### src/rtl/move_flip_scheduler.sv
// move_flip_scheduler: evaluates one candidate Othello move by sweeping the
// 8 directions through a shared calculate_flip instance and accumulating
// the per-direction flip counts into a total, a direction mask and a
// legality flag.
// Optional feature macro: SKIP_PRESCREEN_EN -- skips directions whose
// immediate neighbour cannot start a flip line (off-board, empty or own).
module move_flip_scheduler #(
  parameter int unsigned NDIR  = 8,
  parameter int unsigned CNT_W = 5,
  parameter int unsigned TOT_W = 6
) (
  input  logic                   i_clk,
  input  logic                   i_rst,
  input  logic                   i_start,
  input  logic [2:0]             i_row,
  input  logic [2:0]             i_col,
  input  logic                   i_color,
  input  logic [7:0][7:0][1:0]   i_board,
  output logic                   o_busy,
  output logic                   o_done,
  output logic                   o_legal,
  output logic [TOT_W-1:0]       o_total,
  output logic [NDIR-1:0]        o_dir_mask,
  output logic                   o_cal_start,
  output logic signed [3:0]      o_cal_dir_row,
  output logic signed [3:0]      o_cal_dir_col,
  output logic [2:0]             o_cal_row,
  output logic [2:0]             o_cal_col,
  output logic                   o_cal_color,
  input  logic                   i_cal_done,
  input  logic [CNT_W-1:0]       i_cal_num
);

  localparam int unsigned    D_W    = $clog2(NDIR);
  localparam int unsigned    SUM_W  = TOT_W + 1;
  localparam logic [1:0]     EMPTY  = 2'd2;
  localparam logic [D_W-1:0] LAST_D = D_W'(NDIR - 1);

  typedef enum logic [2:0] {S_IDLE, S_CHECK, S_ISSUE, S_WAIT, S_FINISH} state_t;

  state_t            state_q, state_d;
  logic [D_W-1:0]    d_q, d_d;
  logic [TOT_W-1:0]  tot_q, tot_d;
  logic [NDIR-1:0]   mask_q, mask_d;
  logic [2:0]        row_d, col_d;
  logic              color_d;
  logic              busy_d, done_d, legal_d, cal_start_d;
  logic [TOT_W-1:0]  total_out_d;
  logic [NDIR-1:0]   mask_out_d;
  logic signed [3:0] dir_row_d, dir_col_d;
  logic              skip_cur, skip_nxt;
  logic              step;
  logic [CNT_W-1:0]  step_num;
  logic [SUM_W-1:0]  sum;

  // Row step of direction d in the fixed sweep order
  function automatic logic signed [3:0] dir_row(input logic [D_W-1:0] d);
    case (d)
      D_W'(0), D_W'(1), D_W'(2): dir_row = -4'sd1;
      D_W'(3), D_W'(4):          dir_row = 4'sd0;
      default:                   dir_row = 4'sd1;
    endcase
  endfunction

  // Column step of direction d in the fixed sweep order
  function automatic logic signed [3:0] dir_col(input logic [D_W-1:0] d);
    case (d)
      D_W'(0), D_W'(3), D_W'(5): dir_col = -4'sd1;
      D_W'(1), D_W'(6):          dir_col = 4'sd0;
      default:                   dir_col = 4'sd1;
    endcase
  endfunction

`ifdef SKIP_PRESCREEN_EN
  // A direction cannot flip unless its first neighbour is an opponent disc
  function automatic logic no_flip_start(input logic [D_W-1:0] d);
    logic signed [3:0] dr, dc;
    logic [4:0]        nr, nc;
    logic [1:0]        cell;
    dr = dir_row(d);
    dc = dir_col(d);
    nr = {2'b00, o_cal_row} + {dr[3], dr};
    nc = {2'b00, o_cal_col} + {dc[3], dc};
    cell = i_board[nr[2:0]][nc[2:0]];
    if (nr[4] || nr[3] || nc[4] || nc[3]) no_flip_start = 1'b1;
    else no_flip_start = (cell == EMPTY) || (cell == {1'b0, o_cal_color});
  endfunction

  assign skip_cur = no_flip_start(d_q);
  assign skip_nxt = no_flip_start(d_q + D_W'(1));
`else
  assign skip_cur = 1'b0;
  assign skip_nxt = 1'b0;
`endif

  // Next-state and next-output logic for the direction sweep
  always_comb begin
    state_d     = state_q;
    d_d         = d_q;
    tot_d       = tot_q;
    mask_d      = mask_q;
    row_d       = o_cal_row;
    col_d       = o_cal_col;
    color_d     = o_cal_color;
    busy_d      = o_busy;
    done_d      = 1'b0;
    legal_d     = o_legal;
    cal_start_d = 1'b0;
    total_out_d = o_total;
    mask_out_d  = o_dir_mask;
    dir_row_d   = o_cal_dir_row;
    dir_col_d   = o_cal_dir_col;
    step        = 1'b0;
    step_num    = '0;

    unique case (state_q)
      S_IDLE: begin
        if (i_start) begin
          state_d     = S_CHECK;
          row_d       = i_row;
          col_d       = i_col;
          color_d     = i_color;
          d_d         = '0;
          tot_d       = '0;
          mask_d      = '0;
          busy_d      = 1'b1;
          legal_d     = 1'b0;
          total_out_d = '0;
          mask_out_d  = '0;
          dir_row_d   = dir_row('0);
          dir_col_d   = dir_col('0);
        end
      end
      S_CHECK: begin
        if (i_board[o_cal_row][o_cal_col] != EMPTY) begin
          state_d = S_FINISH;
          done_d  = 1'b1;
        end else begin
          state_d     = S_ISSUE;
          cal_start_d = !skip_cur;
        end
      end
      S_ISSUE: begin
        if (skip_cur) step = 1'b1;
        else          state_d = S_WAIT;
      end
      S_WAIT: begin
        if (i_cal_done) begin
          step     = 1'b1;
          step_num = i_cal_num;
        end
      end
      S_FINISH: begin
        state_d = S_IDLE;
        busy_d  = 1'b0;
      end
      default: state_d = S_IDLE;
    endcase

    // Fold one direction's result in and move to the next direction
    sum = {1'b0, tot_q} + SUM_W'(step_num);
    if (step) begin
      tot_d       = sum[TOT_W] ? '1 : sum[TOT_W-1:0];
      mask_d[d_q] = (step_num != '0);
      if (d_q == LAST_D) begin
        state_d     = S_FINISH;
        done_d      = 1'b1;
        total_out_d = tot_d;
        mask_out_d  = mask_d;
        legal_d     = (tot_d != '0);
      end else begin
        d_d         = d_q + D_W'(1);
        state_d     = S_ISSUE;
        cal_start_d = !skip_nxt;
        dir_row_d   = dir_row(d_d);
        dir_col_d   = dir_col(d_d);
      end
    end
  end

  // State, accumulator and output registers
  always_ff @(posedge i_clk or posedge i_rst) begin
    if (i_rst) begin
      state_q       <= S_IDLE;
      d_q           <= '0;
      tot_q         <= '0;
      mask_q        <= '0;
      o_busy        <= 1'b0;
      o_done        <= 1'b0;
      o_legal       <= 1'b0;
      o_total       <= '0;
      o_dir_mask    <= '0;
      o_cal_start   <= 1'b0;
      o_cal_dir_row <= '0;
      o_cal_dir_col <= '0;
      o_cal_row     <= '0;
      o_cal_col     <= '0;
      o_cal_color   <= 1'b0;
    end else begin
      state_q       <= state_d;
      d_q           <= d_d;
      tot_q         <= tot_d;
      mask_q        <= mask_d;
      o_busy        <= busy_d;
      o_done        <= done_d;
      o_legal       <= legal_d;
      o_total       <= total_out_d;
      o_dir_mask    <= mask_out_d;
      o_cal_start   <= cal_start_d;
      o_cal_dir_row <= dir_row_d;
      o_cal_dir_col <= dir_col_d;
      o_cal_row     <= row_d;
      o_cal_col     <= col_d;
      o_cal_color   <= color_d;
    end
  end

endmodule
### config.mk
export PLATFORM = sky130hd
export DESIGN_NAME = move_flip_scheduler
export DESIGN_NICKNAME = d
export VERILOG_FILES = /design/src/rtl/move_flip_scheduler.sv
export SDC_FILE = /design/constraint.sdc
export NUM_CORES = 1
export LEC_CHECK = 0
export CAP_MARGIN = 20
export CORE_MARGIN = 1
export CORE_UTILIZATION = 25
export CTS_BUF_LIST = sky130_fd_sc_hd__clkbuf_8 sky130_fd_sc_hd__clkbuf_16
export DETAILED_ROUTE_END_ITERATION = 8
export GPL_ROUTABILITY_DRIVEN = 0
export PLACE_DENSITY_LB_ADDON = 0.12
export SLEW_MARGIN = 25
export SYNTH_ARGS = -nofsm -noshare
export SYNTH_HDL_FRONTEND = slang
export SYNTH_SLANG_ARGS = --single-unit
### constraint.sdc
create_clock -name i_clk -period 2.9 [get_ports i_clk]
set_clock_uncertainty 0.1 [all_clocks]
set_input_delay 0.58 -clock i_clk [delete_from_list [all_inputs] [get_ports i_clk]]
set_output_delay 0.58 -clock i_clk [all_outputs]
set_load 0.02 [all_outputs]
* Yosys cells after proc, flatten, opt, wreduce, memory -nomap -nowiden *
Cells that the tools add are included.
Widths: inputs -> output; s select.

operators by class
  $add $sub $neg = 2
  order comparisons = 4
  equality and inequality tests = 15
  muxes and demuxes = 59
  reduce and logical (&&, ||, !) cells = 16

operators by type and width
  kind                number
  $mux 8              7
  $bmux 16 s3         1
  $mux 6              8
  $mux 4              8
  $mux 3              8
  $mux 1              16
  $mux 16             1
  $pmux 4 s2          2
  $eq 3x3->1 const B  5
  $eq 3x2->1 const B  4
  $lt 3x4->1 const B  3
  $pmux 3 s4          1
  $mux 5              2
  $bwmux 8            1
  $reduce_and 2->1    4
  $add 6x5->7         1
  $bmux 2 s3          1
  $eq 3x1->1 const B  2
  $logic_not 3->1     2
  $ne 2x2->1 const B  3
  $reduce_bool 2->1   3
  $reduce_bool 6->1   1
  $reduce_or 3->1     2
  $reduce_bool 5->1   1
  other kinds (8)     9

word-level totals
  register bits = 53
  input bits = 144
  output and inout port bits = 33
  logic and storage cells = 111

* Depth between registers and ports, before layout *
Gate-level depths: netlist of the first run.

  depth in word-level cells = 9
  mapped depth = 12
  gate-level depth less buffers = 12

* Worst setup path after synthesis of the first run *
OpenSTA, ideal clock, no wires.

  kind = input port to flip-flop
  start point = input port i_cal_done
  end point = register o_legal
  library setup time = 121 ps
  arrival time = 2,589 ps
  required time = 2,679 ps
  slack = 90 ps
  stages on the path = 12
  buffers on the path = 0
  path through = nand2_1 -> nor2_1 -> and2_1 -> ha_1 -> fa_1 -> a21o_1 -> a21oi_1 -> nand2b_1 -> a21boi_0 -> nor2_1 -> nand3_1 -> a22o_1

on the way
  word-level cells in the longest chain between the ends = 7
  elaborated cells between the ends (all ways) = 9
  classes of those cells = add/sub (1); mux (7); reduce/logical (1)

ends and longest elaborated chain
  element               RTL line  text
  start, declared       30        input logic i_cal_done,
  $mux 5                148       if (i_cal_done) begin
  $mux 5                116       unique case (state_q)
  $add 6x5->7           161       sum = {1'b0, tot_q} + SUM_W'(step_num);
  $mux 6                163       tot_d = sum[TOT_W] ? '1 : sum[TOT_W-1:0];
  $reduce_bool 6->1     170       legal_d = (tot_d != '0);
  $mux 1                165       if (d_q == LAST_D) begin
  $mux 1 (*)            162       if (step) begin
  net legal_d           47        logic busy_d, done_d, legal_d, cal_start_d;
  end signal, assigned  206       o_legal <= legal_d;
  end, declared         21        output logic o_legal,

Mark *: on every way through the listed nets, which the timed path passes. The rest lies on a longest branch.
A chain may end at the register's enable or synchronous reset.

* Final worst setup path of the first run *
  start point = input port i_cal_num[0]
  end point = register o_legal

on the way
  word-level cells in the longest chain between the ends = 7

ends and longest elaborated chain
  element            RTL line  text
  start, declared    31        input logic [CNT_W-1:0] i_cal_num
  $mux 5             148
  $mux 5             116
  $add 6x5->7        161
  $mux 6             163
  $reduce_bool 6->1  170
  $mux 1             165
  $mux 1             162
  net legal_d        47

The timed path passes the listed nets, and every way through them passes these cells.

==> flow_metrics.env, run 1 <==
export IMPL_crit_path_max_fanout=2
export IMPL_cts_sinks=53
export IMPL_rsz0062_at_grt="no"
export IMPL_cts_buffer_depth=2
export IMPL_n_fill_cell=1387
export IMPL_cp_start_kind="input pin"
export IMPL_start_util=0.256
export IMPL_clk_pin_slew_worst_paths_ps=70
export IMPL_instances_no_fill=795
export IMPL_leakagePower_nw=2.40
export IMPL_port_buffers=176
export IMPL_wl_per_cell_um=16.0
export IMPL_root_buffer="clkbuf_16"
export IMPL_cp_arrival_ps=2780
export IMPL_drive_gt1_frac=0.0862
export IMPL_seq_area_mm2=0.00133
export IMPL_drv_slew=0
export IMPL_synth_cell_types=58
export IMPL_power_total_mw=3.90
export IMPL_drt_iter0_markers=171
export IMPL_synthesis_nets=580
export IMPL_post_place_ws_ps=-420
export IMPL_max_slew_margin_rel=0.639
export IMPL_place_hpwl_um=9990
export IMPL_numCtsBuffers=5
export IMPL_netlist_area_mm2=0.00355
export IMPL_h_tree_depth=2
export IMPL_synth_edf_count=0
export IMPL_core_mm2=0.0139
export IMPL_io_pins=177
export IMPL_critPathRequiredTime_ps=2990
export IMPL_overflow=0
export IMPL_antenna_found_initial=0
export IMPL_synth_top_area_share=0.374
export IMPL_hold_violations=0
export IMPL_worstSetupPathType="in2reg"
export IMPL_dp_cells=786
export IMPL_antenna_cells=0
export IMPL_antenna_left=0
export IMPL_ctsHoldBuffers=0
export IMPL_fin_ws_ps=211
export IMPL_grt_start_max_net_pins=27
export IMPL_cpPeakStageDelay_ps=400
export IMPL_viasPerCell=4.85
export IMPL_cp_buffers_inverters=2
export IMPL_synth_area_per_cell_um2=8.37
export IMPL_nets=770
export IMPL_fin_crit_sh=0.927
export IMPL_p_per_area_mw_per_mm2=671
export IMPL_synth_ff_type="dfrtp_1"
export IMPL_finalSetupViolCount=0
export IMPL_yosysMostFrequentCell="dfrtp_1"
export IMPL_via_count=3853
export IMPL_drc_errors=0
export IMPL_dieArea_mm2=0.0147
export IMPL_slowest_stage="clkdlybuf4s50_1"
export IMPL_fmax_mhz=372
export IMPL_end_kind="flip-flop"
export IMPL_async_flop_share=1.00
export IMPL_vdd_drop_max_v=0.000325
export IMPL_placed_cell_area_mm2=0.00564
export IMPL_num_rows=43
export IMPL_synth_area_top_cells="dfrtp_1, o21ai_0, nor2b_1"
export IMPL_crit_family="adder cells"
export IMPL_cts_tree="yes"
export IMPL_grt_pass1_vias=3845
export IMPL_timing_hold_ws_ps=390
export IMPL_maxCapViolCount=0
export IMPL_final_area_mm2=0.00581
export IMPL_die_y_um=121
export IMPL_synthCells=424
export IMPL_grt_pass1_wl_um=19500
export IMPL_grtUsageTotal=0.170
export IMPL_path_cells="clkdlybuf4s50_1 -> and2_1 -> ha_1 -> fa_2 -> a21o_1 -> a21oi_2 -> buf_4 -> xnor2_1 -> nor4_1 -> nand3_1 -> a22o_1"
export IMPL_drt_pass1_iter_count=6
export IMPL_final_util=0.419
export IMPL_drt_total_wl_um=12700
export IMPL_setup_tns_ps=0
export IMPL_ys_ff_latch=53
export IMPL_tightest_slew_ps=541
export IMPL_yosys_warnings=0
export IMPL_synth_top_area_cell="dfrtp_1"
export IMPL_chipWidth_um=121
export IMPL_hold_path_class="reg2reg"
export IMPL_insertion_delay_ps=300
export IMPL_multiInputGateArea_mm2=0.00204
export IMPL_fin_crit_ps=2690
export IMPL_synth_commonest_cells="dfrtp_1, nand2_1, o21ai_0, nor2_1, nor2b_1"
export IMPL_yosysSeqAreaShare=0.374
export IMPL_area_delta_synth_final_pct=63.7
export IMPL_outcome="complete, no violations"
timing repair:
action | 4_1_cts | 5_1_grt
setup endpoints to repair | 9 | 11
pin swaps | 4 | 3
resized for setup | 3 | 2
setup buffers | 1 | 0
flip-flops by register name, indices dropped and copies added, names as in the netlist:
register and count:
mask_q 8, o_dir_mask 8, o_total 6, tot_q 6
o_cal_dir_col 4, o_cal_dir_row 4, d_q 3, o_cal_col 3
o_cal_row 3, state_q 3, o_busy 1, o_cal_color 1
o_cal_start 1, o_done 1, o_legal 1
worst paths after layout:
kind	from	endpoint	slack, ps	depth (start not counted)
max in group asynchronous	i_rst	d_q[2]	1560	3
min in group asynchronous	i_rst	o_dir_mask[7]	530	2
worst min-delay path	o_total[2]	o_total[2]	390	2
worst max register to register	state_q[1]	o_legal	220	12
worst max-delay path	i_cal_num[0]	o_legal	210	11
worst min register to register	o_total[2]	o_total[2]	390	2
final cells by class:
cell class              instances  area share
clock inverters                 3     0.00452
clock buffers                   5      0.0215
multi-input cells             329       0.351
repair buffers                205       0.343
well taps                     180      0.0388
flip-flops and latches         53       0.228
inverters                      20      0.0129
cells by family (layout without fill, tap and decap cells):
group / count (synthesis) / count (layout) / synth area share
AO/OA/AOI/OAI: 119 / 119 / 0.212
multiplexers: 3 / 3 / 0.00881
XOR/XNOR: 3 / 3 / 0.00740
buffers and inverters: 42 / 233 / 0.0546
AND/OR/NAND/NOR: 192 / 192 / 0.299
adder cells (fa/ha/maj): 12 / 12 / 0.0444
flip-flops: 53 / 53 / 0.374
per-layer routing:
layer,vias up,global-route usage,wire [um]
met2,146,0.305,6060
li1,1918,-,-
met3,14,0.0277,931
met1,1775,0.210,5540
met5,-,0,0
met4,0,0.0463,201
worst reg2reg max path, cell delays in order (launching register included):
cell	delay [ps]
dfrtp_1	410
nand2b_1	150
nor2_1	90
and2_1	170
ha_1	200
fa_2	350
a21o_1	200
a21oi_2	150
buf_4	130
xnor2_1	70
nor4_1	260
nand3_1	110
a22o_1	180
cells in the final DEF (no fill, tap or decap), types with 2 or more instances in the layout:
cell	synthesis	routed
a32oi_1	4	4
a21oi_1	21	20
nor2b_1	24	24
inv_1	20	19
o22ai_1	19	19
a211oi_1	3	3
o31ai_1	3	3
xnor2_1	2	2
nand3b_1	2	2
or4_1	3	3
clkinv_4	0	2
o21ai_0	33	33
nor2_1	26	26
or2_2	7	7
nand4_1	2	2
nor3_1	19	19
and2_1	6	6
buf_4	1	28
o21a_1	7	7
clkdlybuf4s50_1	0	175
o22a_1	2	2
o21ai_1	3	3
a2111oi_0	2	2
nor3b_1	19	19
o211ai_1	5	5
and3b_1	3	3
nor4_1	4	4
nand2_1	33	32
a31oi_1	3	3
clkbuf_16	0	5
nand2b_1	7	7
ha_1	11	11
a21o_1	4	4
dfrtp_1	53	53
and3_1	10	10
mux2i_1	2	2
nand3_1	20	20
power breakdown:
part           switching [mW]  total [mW]  internal, mW
clock network           0.284       0.610         0.326
logic                    1.14        2.15          1.01
registers               0.222        1.14         0.915
(Power assumes the default switching activity.)
==> run 2: changes to the inputs <==
- SKIP_CTS_REPAIR_TIMING: default -> 1
==> flow_metrics.env, run 2 (synthesis results as in run 1) <==
export IMPL_antenna_found_initial=0
export IMPL_r2r_cells=12
export IMPL_drive_gt1_frac=0.0847
export IMPL_leakagePower_nw=2.39
export IMPL_outcome="complete, no violations"
export IMPL_crit_path_max_fanout=2
export IMPL_critPathRequiredTime_ps=2990
export IMPL_finalSetupViolCount=0
export IMPL_cp_start_kind="input pin"
export IMPL_h_tree_depth=2
export IMPL_drv_slew=0
export IMPL_cpPeakStageDelay_ps=400
export IMPL_hold_violations=0
export IMPL_cts_sinks=53
export IMPL_num_rows=43
export IMPL_path_cells="clkdlybuf4s50_1 -> and2_1 -> ha_2 -> fa_2 -> a21o_1 -> a21oi_2 -> buf_4 -> xnor2_1 -> nor4_1 -> nand3_1 -> a22o_1"
export IMPL_die_y_um=121
export IMPL_grtUsageTotal=0.170
export IMPL_chipWidth_um=121
export IMPL_reg2reg_setup_slack_ps=270
export IMPL_numCtsBuffers=5
export IMPL_setup_tns_ps=0
export IMPL_drt_iter0_markers=162
export IMPL_whs_path_depth=2
export IMPL_root_buffer="clkbuf_16"
export IMPL_drt_total_wl_um=12700
export IMPL_dp_cells=786
export IMPL_hold_path_end="o_total[2]"
export IMPL_worstHoldStart="o_total[2]"
export IMPL_slowest_stage="clkdlybuf4s50_1"
export IMPL_drc_errors=0
export IMPL_switchingPower_mw=1.64
export IMPL_layout_commonest_cell="clkdlybuf4s50_1"
export IMPL_layout_common_cells="clkdlybuf4s50_1, dfrtp_1, nand2_1, o21ai_0, buf_4"
export IMPL_drt_pass1_iter_count=6
export IMPL_fmax_mhz=379
export IMPL_start_util=0.256
export IMPL_via_count=3834
export IMPL_antenna_cells=0
export IMPL_p_per_area_mw_per_mm2=670
export IMPL_power_frac_seq=0.292
export IMPL_vdd_drop_max_v=0.000325
export IMPL_place_hpwl_um=9990
export IMPL_cts_tree="yes"
export IMPL_cts_buffer_depth=2
export IMPL_timing_hold_ws_ps=390
export IMPL_fin_ws_ps=262
export IMPL_port_buffers=176
export IMPL_viasPerCell=4.83
export IMPL_intPower_mw=2.25
export IMPL_power_frac_comb=0.551
export IMPL_cp_arrival_ps=2730
export IMPL_post_place_ws_ps=-420
export IMPL_clkPwrFrac=0.157
export IMPL_grt_pass1_vias=3835
export IMPL_tightest_slew_ps=529
export IMPL_clk_pin_slew_worst_paths_ps=70
export IMPL_core_mm2=0.0139
export IMPL_max_slew_margin_rel=0.647
export IMPL_r2r_start="state_q[1]"
export IMPL_antenna_left=0
export IMPL_rsz0062_at_grt="no"
export IMPL_wl_per_cell_um=16.0
export IMPL_grt_pass1_wl_um=19500
export IMPL_grt_start_max_net_pins=27
export IMPL_overflow=0
export IMPL_swShare=0.422
export IMPL_worstSetupPathType="in2reg"
export IMPL_n_fill_cell=1387
export IMPL_fin_crit_sh=0.910
export IMPL_reg2reg_to="o_legal"
export IMPL_hold_path_class="reg2reg"
export IMPL_end_kind="flip-flop"
export IMPL_area_delta_synth_final_pct=63.5
export IMPL_reg_top3="mask_q (8), o_dir_mask (8)"
export IMPL_io_pins=177
export IMPL_fin_crit_ps=2640
export IMPL_instances_no_fill=794
export IMPL_maxCapViolCount=0
export IMPL_dieArea_mm2=0.0147
export IMPL_nets=769
export IMPL_insertion_delay_ps=300
## run 2: cell types whose count changed in the layout (fill, tap and decap cells not counted)
cell / change
ha_1: -1
nand2_2: -1
ha_2: +1
buf_4: -1
nand2_1: +1
## run 2: worst max-delay path: cells and delay by family
kind,cells,cell delay (ps)
simple gates,3,540
fa+ha+maj,2,530
buf+inv,2,530
compound gates,3,500
xor+xnor,1,70
## run 2: power groups by stage
stage	combinational, mW	clock [mW]	sequential [mW]
final	2.15	0.610	1.14
after global routing	2.36	0.651	1.17
after CTS	2.17	0.632	1.14
after detailed placement	2.16	0	1.15
after global placement	2.14	0	1.15
after floorplan	1.22	0	1.20
## run 2: worst max path at each step
stage / from / endpoint / slack [ps] / cells after the start
2_1_floorplan: i_cal_done / o_legal / 90 / 12
3_3_place_gp: i_cal_done / o_legal / -320 / 13
3_5_place_dp: i_cal_done / o_legal / -420 / 13
4_1_cts: i_cal_done / o_legal / -110 / 13
5_1_grt: state_q[1] / o_legal / 60 / 12
6_report: i_cal_num[0] / o_legal / 260 / 11
## run 2: stage by stage
| stage | utilization | total power [mW] | cell area [um2] |
|---|---|---|---|
| floorplan | - | 2.42 | 3550 |
| global placement | 0.406 | 3.29 | 5640 |
| detailed placement | 0.406 | 3.31 | 5640 |
| CTS | 0.417 | 3.94 | 5790 |
| global route | 0.418 | 4.19 | 5800 |
| finish | 0.418 | 3.89 | 5800 |
## run 2: layer usage
metal | global-route usage | part of all wire | vias up
li1 | - | - | 1914
met1 | 0.210 | 0.44 | 1775
met2 | 0.304 | 0.47 | 131
met3 | 0.0277 | 0.069 | 14
met4 | 0.0463 | 0.016 | 0
met5 | 0 | 0 | -
## run 2: area by class of cell
| cell class | instances | area (um2) | share of cell area |
|---|---|---|---|
| sequential | 53 | 1330 | 0.228 |
| timing repair buffer | 204 | 1990 | 0.342 |
| multi-input combinational | 329 | 2040 | 0.351 |
| inverter | 20 | 75.1 | 0.0129 |
| clock inverter | 3 | 26.3 | 0.00453 |
| clock buffer | 5 | 125 | 0.0216 |
| tap | 180 | 225 | 0.0388 |
